==> config.mk <==
export PLATFORM = sky130hd
export DESIGN_NAME = aqp_esp_uart_tx
export DESIGN_NICKNAME = d
export VERILOG_FILES = /design/src/rtl/aqp_esp_uart_tx.sv
export SDC_FILE = /design/constraint.sdc
export NUM_CORES = 1
export LEC_CHECK = 0
export ABC_AREA = 1
export CAP_MARGIN = 0
export CORE_MARGIN = 1.5
export CORE_UTILIZATION = 50
export DETAILED_ROUTE_END_ITERATION = 8
export PLACE_DENSITY = 0.7
export SLEW_MARGIN = 25
export SYNTH_ARGS = -nofsm -noshare
export SYNTH_HDL_FRONTEND = slang
export SYNTH_SLANG_ARGS = --single-unit
==> constraint.sdc <==
create_clock -name clk -period 2.3 [get_ports clk]
set_clock_uncertainty 0.15 [all_clocks]
set_input_delay 0.23 -clock clk [delete_from_list [all_inputs] [get_ports clk]]
set_output_delay 0.23 -clock clk [all_outputs]
set_load 0.05 [all_outputs]
==> src/rtl/aqp_esp_uart_tx.sv <==
// rtl/aqp_esp_uart_tx.sv - 16-entry byte FIFO feeding an 8N1 UART transmitter toward the ESP32
// Optional CTS flow control enabled by defining ESP_UART_TX_CTS_EN.
module aqp_esp_uart_tx #(
  parameter int unsigned BAUD_DIV = 16
) (
  input  logic       clk,
  input  logic       reset,
  input  logic [7:0] wrdata,
  input  logic       wr_en,
  output logic       full,
  output logic       almost_full,
  output logic       empty,
  output logic       busy,
`ifdef ESP_UART_TX_CTS_EN
  input  logic       cts_n,
`endif
  output logic       txd
);

  typedef enum logic [2:0] {S_IDLE, S_LOAD, S_START, S_DATA, S_STOP} state_e;

  localparam logic [15:0] BAUD_LAST = 16'(BAUD_DIV - 1);

  logic [7:0]  mem [16];
  logic [3:0]  wridx_q, rdidx_q;
  logic [7:0]  rddata_q;
  logic [3:0]  count;
  logic        wr_accept, pop, cts_ok, baud_end;
  state_e      state_q;
  logic [7:0]  shreg_q;
  logic [15:0] baud_q;
  logic [2:0]  bit_q;
  logic        txd_q, busy_q;

  assign count       = wridx_q - rdidx_q;
  assign full        = (wridx_q + 4'd1) == rdidx_q;
  assign empty       = wridx_q == rdidx_q;
  assign almost_full = count >= 4'd8;
  assign wr_accept   = wr_en && !full;
  assign pop         = (state_q == S_IDLE) && !empty && cts_ok;
  assign baud_end    = baud_q == BAUD_LAST;
  assign txd         = txd_q;
  assign busy        = busy_q;

`ifdef ESP_UART_TX_CTS_EN
  logic cts_s1_q, cts_s2_q;

  // Resets to "not clear" so nothing leaves until the ESP actually grants CTS.
  always_ff @(posedge clk) begin
    if (reset) begin
      cts_s1_q <= 1'b1;
      cts_s2_q <= 1'b1;
    end else begin
      cts_s1_q <= cts_n;
      cts_s2_q <= cts_s1_q;
    end
  end

  assign cts_ok = !cts_s2_q;
`else
  assign cts_ok = 1'b1;
`endif

  // RAM contents are deliberately not reset; indices alone define validity.
  always_ff @(posedge clk) begin
    if (wr_accept) mem[wridx_q] <= wrdata;
    rddata_q <= mem[rdidx_q];
  end

  always_ff @(posedge clk) begin
    if (reset) begin
      wridx_q <= '0;
      rdidx_q <= '0;
    end else begin
      if (wr_accept) wridx_q <= wridx_q + 4'd1;
      if (pop)       rdidx_q <= rdidx_q + 4'd1;
    end
  end

  always_ff @(posedge clk) begin
    if (reset) begin
      state_q <= S_IDLE;
      shreg_q <= '0;
      baud_q  <= '0;
      bit_q   <= '0;
      txd_q   <= 1'b1;
      busy_q  <= 1'b0;
    end else begin
      busy_q <= wr_accept || !empty || (state_q != S_IDLE);
      case (state_q)
        S_IDLE: begin
          if (pop) state_q <= S_LOAD;
        end
        S_LOAD: begin
          shreg_q <= rddata_q;
          txd_q   <= 1'b0;
          baud_q  <= '0;
          bit_q   <= '0;
          state_q <= S_START;
        end
        S_START: begin
          if (baud_end) begin
            baud_q  <= '0;
            txd_q   <= shreg_q[0];
            state_q <= S_DATA;
          end else begin
            baud_q <= baud_q + 16'd1;
          end
        end
        S_DATA: begin
          if (baud_end) begin
            baud_q <= '0;
            if (bit_q == 3'd7) begin
              txd_q   <= 1'b1;
              state_q <= S_STOP;
            end else begin
              txd_q   <= shreg_q[1];
              shreg_q <= {1'b0, shreg_q[7:1]};
              bit_q   <= bit_q + 3'd1;
            end
          end else begin
            baud_q <= baud_q + 16'd1;
          end
        end
        S_STOP: begin
          if (baud_end) begin
            baud_q  <= '0;
            state_q <= S_IDLE;
          end else begin
            baud_q <= baud_q + 16'd1;
          end
        end
        default: state_q <= S_IDLE;
      endcase
    end
  end

endmodule

==> flow_metrics.py <==
metrics = {
    "routing": {
        "via_count": 5529,
        "drc": 0,
        "wl_per_cell_um": 17.90,
        "viasPerCell": 5.659,
        "dr.first_iter.drc_count": 616,
        "drt-total-wl_um": 17490,
        "drtAntennaViolNets": 0,
        "drt_pre_antenna_iters": 7,
    },
    "finish": {
        "fin_cells": 977,
        "area_growth_pct": 14.83,
        "layout_commonest_cell": "nor2_1",
        "finish.utilization_pct": 59.21,
        "nets": 803,
        "drive_gt1_share_pct": 12.86,
        "layout_common_cells": "nor2_1, edfxtp_1, nand2_1",
        "antenna_cells": 0,
        "fin_area_sq_mm": 0.008671,
    },
    "timing": {
        "slew_violations": 0,
        "setup_tns_ps": 0,
        "hold_viol_final": 0,
        "finalCriticalPeriod_ps": 2290,
        "fmax_ghz": 0.4367,
        "tightest_slew_ps": 689.2,
        "holdWs_ps": 306.9,
        "fin_crit_sh_pct": 99.55,
        "slew_headroom_pct": 53.91,
        "rsz0062_at_grt": "yes",
        "setup_viol": 0,
    },
    "logic_synthesis": {
        "synth_nets": 767,
        "synth_edf_count": 128,
        "ys_types": 33,
        "yosysWarnings": 0,
        "yosysSeqAreaShare_pct": 63.63,
        "postSynthCellCount": 745,
        "synth_ff_type": "edfxtp_1",
        "async_flop_share_pct": 0,
        "ys_ff_latch": 176,
        "syn_area_per_cell_sq_um": 10.14,
        "synth.cell_area_sq_mm": 0.007551,
    },
    "job": {
        "cap_violations": 0,
    },
    "critical_path": {
        "crit_end": "full",
        "cp_cell_sequence": "inv_1 -> ha_1 -> a21oi_2 -> nand2_1 -> nor2_2 -> nand2_2 -> buf_4 -> inv_2 -> buf_12",
        "rr_worst_depth": 12,
        "r2r-end": "mem[8][1]$_DFFE_PP_",
        "regToRegSetupSlack_ps": 200,
        "start_kind": "flop",
        "crit_slowest_cell": "dfxtp_2",
        "max_stage_delay_ps": 350,
        "cp_max_fo": 5,
        "worst_setup_path_startpoint": "wridx_q[0]$_SDFFE_PP0P_",
        "path_buf_inv": 4,
        "critical_path_required_ps": 1920,
        "cp_num_cells": 9,
        "r2r_start": "wridx_q[0]$_SDFFE_PP0P_",
        "critPathKind": "reg -> out",
        "worst_ep_arrival_time_ps": 1910,
        "cp_top_family": "buffers and inverters",
        "end_kind": "output pin",
    },
    "worst_hold_path": {
        "hold_path_class": "reg -> reg",
    },
    "clock_tree": {
        "postCtsHoldBufs": 0,
        "clkTransAtPathRegs_ps": 70,
        "clock_sinks": 176,
        "cts.path.max_buffers": 2,
        "cts_buffers": 17,
        "root_buffer": "clkbuf_16",
        "h-tree-depth": 4,
        "cts_tree": "done",
        "post_cts_buffers": 0,
        "clk_latency_ps": 440,
    },
    "die": {
        "ios": 16,
        "chipWidth_um": 125.9,
        "row_count": 44,
        "die_height_um": 125.9,
        "coreArea_sq_mm": 0.01464,
        "initial_utilization_pct": 51.56,
        "dieArea_sq_mm": 0.01585,
    },
    "pwr": {
        "leakage_nw": 3.116,
        "vdd_drop_max_mv": 0.6351,
        "p_per_area_mw_per_mm2": 1106,
    },
    "status": {
        "outcome": "completed",
    },
    "grt": {
        "gr-usage-all-layers_pct": 22.88,
        "grt_overflow": 0,
        "grt_pass1_wl_um": 27430,
        "grt_pass1_vias": 5202,
        "grt_max_degree": 67,
        "grt_antenna_before_repair": 0,
    },
    "placed_design": {
        "place_inst": 946,
        "place_congestion": 0.9072,
        "io_buffers": 15,
        "place_area_sq_mm": 0.008089,
        "hpwlAfterDp_um": 11790,
    },
}
## stage by stage
stage	power (mW)	setup slack, ps
5_1_grt	10.04	-83.45
6_report	9.587	10.32
3_3_place_gp	6.750	204.1
3_5_place_dp	6.820	139.3
4_1_cts	9.534	7.569
2_1_floorplan	5.823	95.34
## cells in the mapped netlist (7+ instances only)
library cell / n / area (sq um)
nand4_1: 9 / 56.30
xor2_1: 7 / 61.31
o221ai_1: 12 / 105.1
inv_2: 8 / 30.03
nand2_1: 104 / 390.4
o211ai_1: 20 / 150.1
o22ai_1: 8 / 50.05
nand3_1: 38 / 190.2
ha_1: 11 / 137.6
nor2_1: 152 / 570.6
o21ai_1: 10 / 50.05
clkbuf_1: 18 / 67.56
o21ai_0: 73 / 365.4
edfxtp_1: 128 / 3844
nand2_2: 11 / 68.82
nor3_1: 7 / 35.03
inv_1: 33 / 123.9
buf_2: 11 / 55.05
dfxtp_1: 48 / 960.9
a21oi_1: 20 / 100.1
## kinds of logic (layout without fill, tap and decap cells)
family / after synthesis / count (layout) / share of synthesized area [%]
simple gates: 328 / 328 / 18.14
flops: 176 / 176 / 63.63
compound gates: 148 / 148 / 11.38
buf+inv: 74 / 122 / 4.093
fa+ha+maj: 11 / 11 / 1.823
xor+xnor: 8 / 8 / 0.9280
## worst min-delay path by stage
| stage | start | end | slack [ps] | depth (start not counted) |
|---|---|---|---|---|
| after floorplan | reset | baud_q[15]$_SDFFE_PP0P_ | 150 | 1 |
| after global placement | rddata_q[7]$_DFF_P_ | shreg_q[7]$_SDFFE_PP0P_ | 290 | 2 |
| after CTS | rddata_q[7]$_DFF_P_ | shreg_q[7]$_SDFFE_PP0P_ | 310 | 2 |
| after global routing | txd$_SDFFE_PP1P_ | txd$_SDFFE_PP1P_ | 350 | 2 |
| final | rddata_q[7]$_DFF_P_ | shreg_q[7]$_SDFFE_PP0P_ | 310 | 2 |
| after detailed placement | rddata_q[7]$_DFF_P_ | shreg_q[7]$_SDFFE_PP0P_ | 300 | 2 |
## tightest hold or removal path: cells and delay by family, from the launching register on
kind,cells,cell delay (ps)
DFF,1,300
and+or+nand+nor,1,50
AOI/OAI and AO/OA,1,50
## area by class of cell
| cell class | instances | area (sq um) |
|---|---|---|
| Clock inverter | 14 | 128.9 |
| Fill cell | 1191 | 5973 |
| Inverter | 42 | 160.2 |
| Timing Repair Buffer | 49 | 447.9 |
| Tap cell | 184 | 230.2 |
| Multi-Input combinational cell | 495 | 2466 |
| Sequential cell | 176 | 4812 |
| Clock buffer | 17 | 425.4 |
## repair_timing
action / CTS / global route
pin swaps: 1 / 0
setup endpoints to repair: 1 / 3
gates resized for setup: 4 / 6
## power by group
group	leakage, nW	internal (mW)	total [mW]	switching, mW
combinational	1.29	0.948	2.90	1.95
sequential	1.55	3.76	3.95	0.187
clock	0.276	1.50	2.74	1.24
total	3.12	6.21	9.59	3.38
## flip-flops by register name, indices dropped and copies added (netlist names)
register,cells
bit_q,3
wridx_q,4
shreg_q,8
mem,128
txd,1
state_q,3
busy,1
rdidx_q,4
baud_q,16
rddata_q,8
## routing by layer
metal	global-route usage [%]	up-vias	wire length, um
met5	0	-	0
met4	10.75	0	538
met3	4.970	43	1285
met2	35.59	236	8058
met1	30.94	2576	7607
li1	-	2674	-
Note: power is estimated with default switching activity, not from simulation.
==> RTL edit: new RTL, config.mk and constraints unchanged <==
Register the output `txd` once more, with the module's reset; this adds one clock of latency there. The other outputs are not delayed to match.
--- a/src/rtl/aqp_esp_uart_tx.sv
+++ b/src/rtl/aqp_esp_uart_tx.sv
@@ -41,3 +41,9 @@
   assign baud_end    = baud_q == BAUD_LAST;
-  assign txd         = txd_q;
+  always_ff @(posedge clk) begin
+    if (reset) begin
+      txd <= '0;
+    end else begin
+      txd <= txd_q;
+    end
+  end
   assign busy        = busy_q;
Function: changed (Yosys sat finds a counterexample within 4 cycles, from zero or initial values and one cycle with reset high).
==> RTL edit against the unedited design <==
- final cell count stayed put
- total power is essentially flat
- die area grew 1.1%
- highest routed layer unchanged
- routed wire length increased by 1.9%
- sequential cell count up 1
- setup slack better by 0.086 ns
- hold slack worse by 0.010 ns
- design area grew 1.4%
- largest cell class unchanged
- area after synthesis is 1.1% higher
==> RTL edit: results (changes against the unedited design) <==
stage	metric	value	unit	change
route	met3 WL	1340	um	+4.5%
final_layout	layout cell share with drive strength beyond 1	14.0	%	+1.1 points
setup_path	crit path capture	almost_full		
place	Final GP Congestion	1.02		+12%
timing	worst slew pin tran	0.484	ns	-0.205 ns
power_and_ir_drop	comb pwr	2.89	mW	about the same
power_and_ir_drop	pwr dens	1090	nW/um^2	-1.3%
setup_path	WP data arrival	1.82	ns	-0.09 ns
power_and_ir_drop	worst vdd ir	610	uV	-3.9%
place	hpwl dp	12100	um	+2.2%
power_and_ir_drop	Sw Share	34.7	%	-0.52 points
route	WL met2	8400	um	+4.3%
yosys	top post-synthesis cells by count	nor2_1 (145), edfxtp_1 (128), nand2_1 (102)		
route	drt pass-1 iters	6		-1
global_route	first-pass GRT wire length	27900	um	+1.9%
final_layout	number of fill cells	1175		-1.3%
setup_path	Crit. Startpoint	rdidx_q[2]$_SDFFE_PP0P_		
global_route	met2 Use GR	36.1	%	+0.54 points
yosys	Adder-Cell Fraction of Synth Area	1.80	%	-0.020 points
yosys	xor/xnor share of the synthesized area	0.918	%	-0.010 points
outcome	status	complete, no violations		
yosys	post-synthesis net count	763		-0.52%
setup_path	flop2flop setup slack	0.16	ns	-0.04 ns
timing	final hold slack	0.297	ns	-0.0102 ns
setup_path	reg2reg end	mem[0][3]$_DFFE_PP_		
yosys	Synth Instances	741		-0.54%
route	initial DRC count	602		-2.3%
global_route	GR Util met1	30.8	%	-0.16 points
worst_hold_path	HP Start	txd_q$_SDFFE_PP1P_		
worst_hold_path	Worst Hold Endpoint	txd$_SDFF_PP0_		
route	total routed wirelength	17800	um	+1.9%
[RTL edit: cell count changes after synthesis, moves of 4 or more]
cell,before,now
o221ai_1,12,22
nand2_2,11,4
nand2_4,0,9
inv_2,8,4
nor2_1,152,145
o21ai_0,73,79
o211ai_1,20,10
o21ai_1,10,4
[RTL edit: layout make-up]
type	count	area (um^2)	share of cell area [%]
repair buffers	53	478	5.44
multi-input cells	489	2530	28.8
well taps	184	230	2.62
clock inverters	13	124	1.41
clock buffers	18	429	4.88
inverters	43	169	1.92
flip-flops and latches	177	4830	54.9
[RTL edit: worst max-delay path: stages, from the launching register on]
cell     delay (ns)
dfxtp_1        0.38
inv_1          0.13
ha_4           0.30
nand2_1        0.07
o21ai_2        0.15
xor2_2         0.20
buf_12         0.16
[RTL edit: logic make-up (layout without fill, tap and decap cells)]
kind of cell    Yosys count  after routing
compound gates          145            145
xor+xnor                  8              8
fa+ha+maj                11             11
buf+inv                  75            127
flops                   177            177
simple gates            325            325
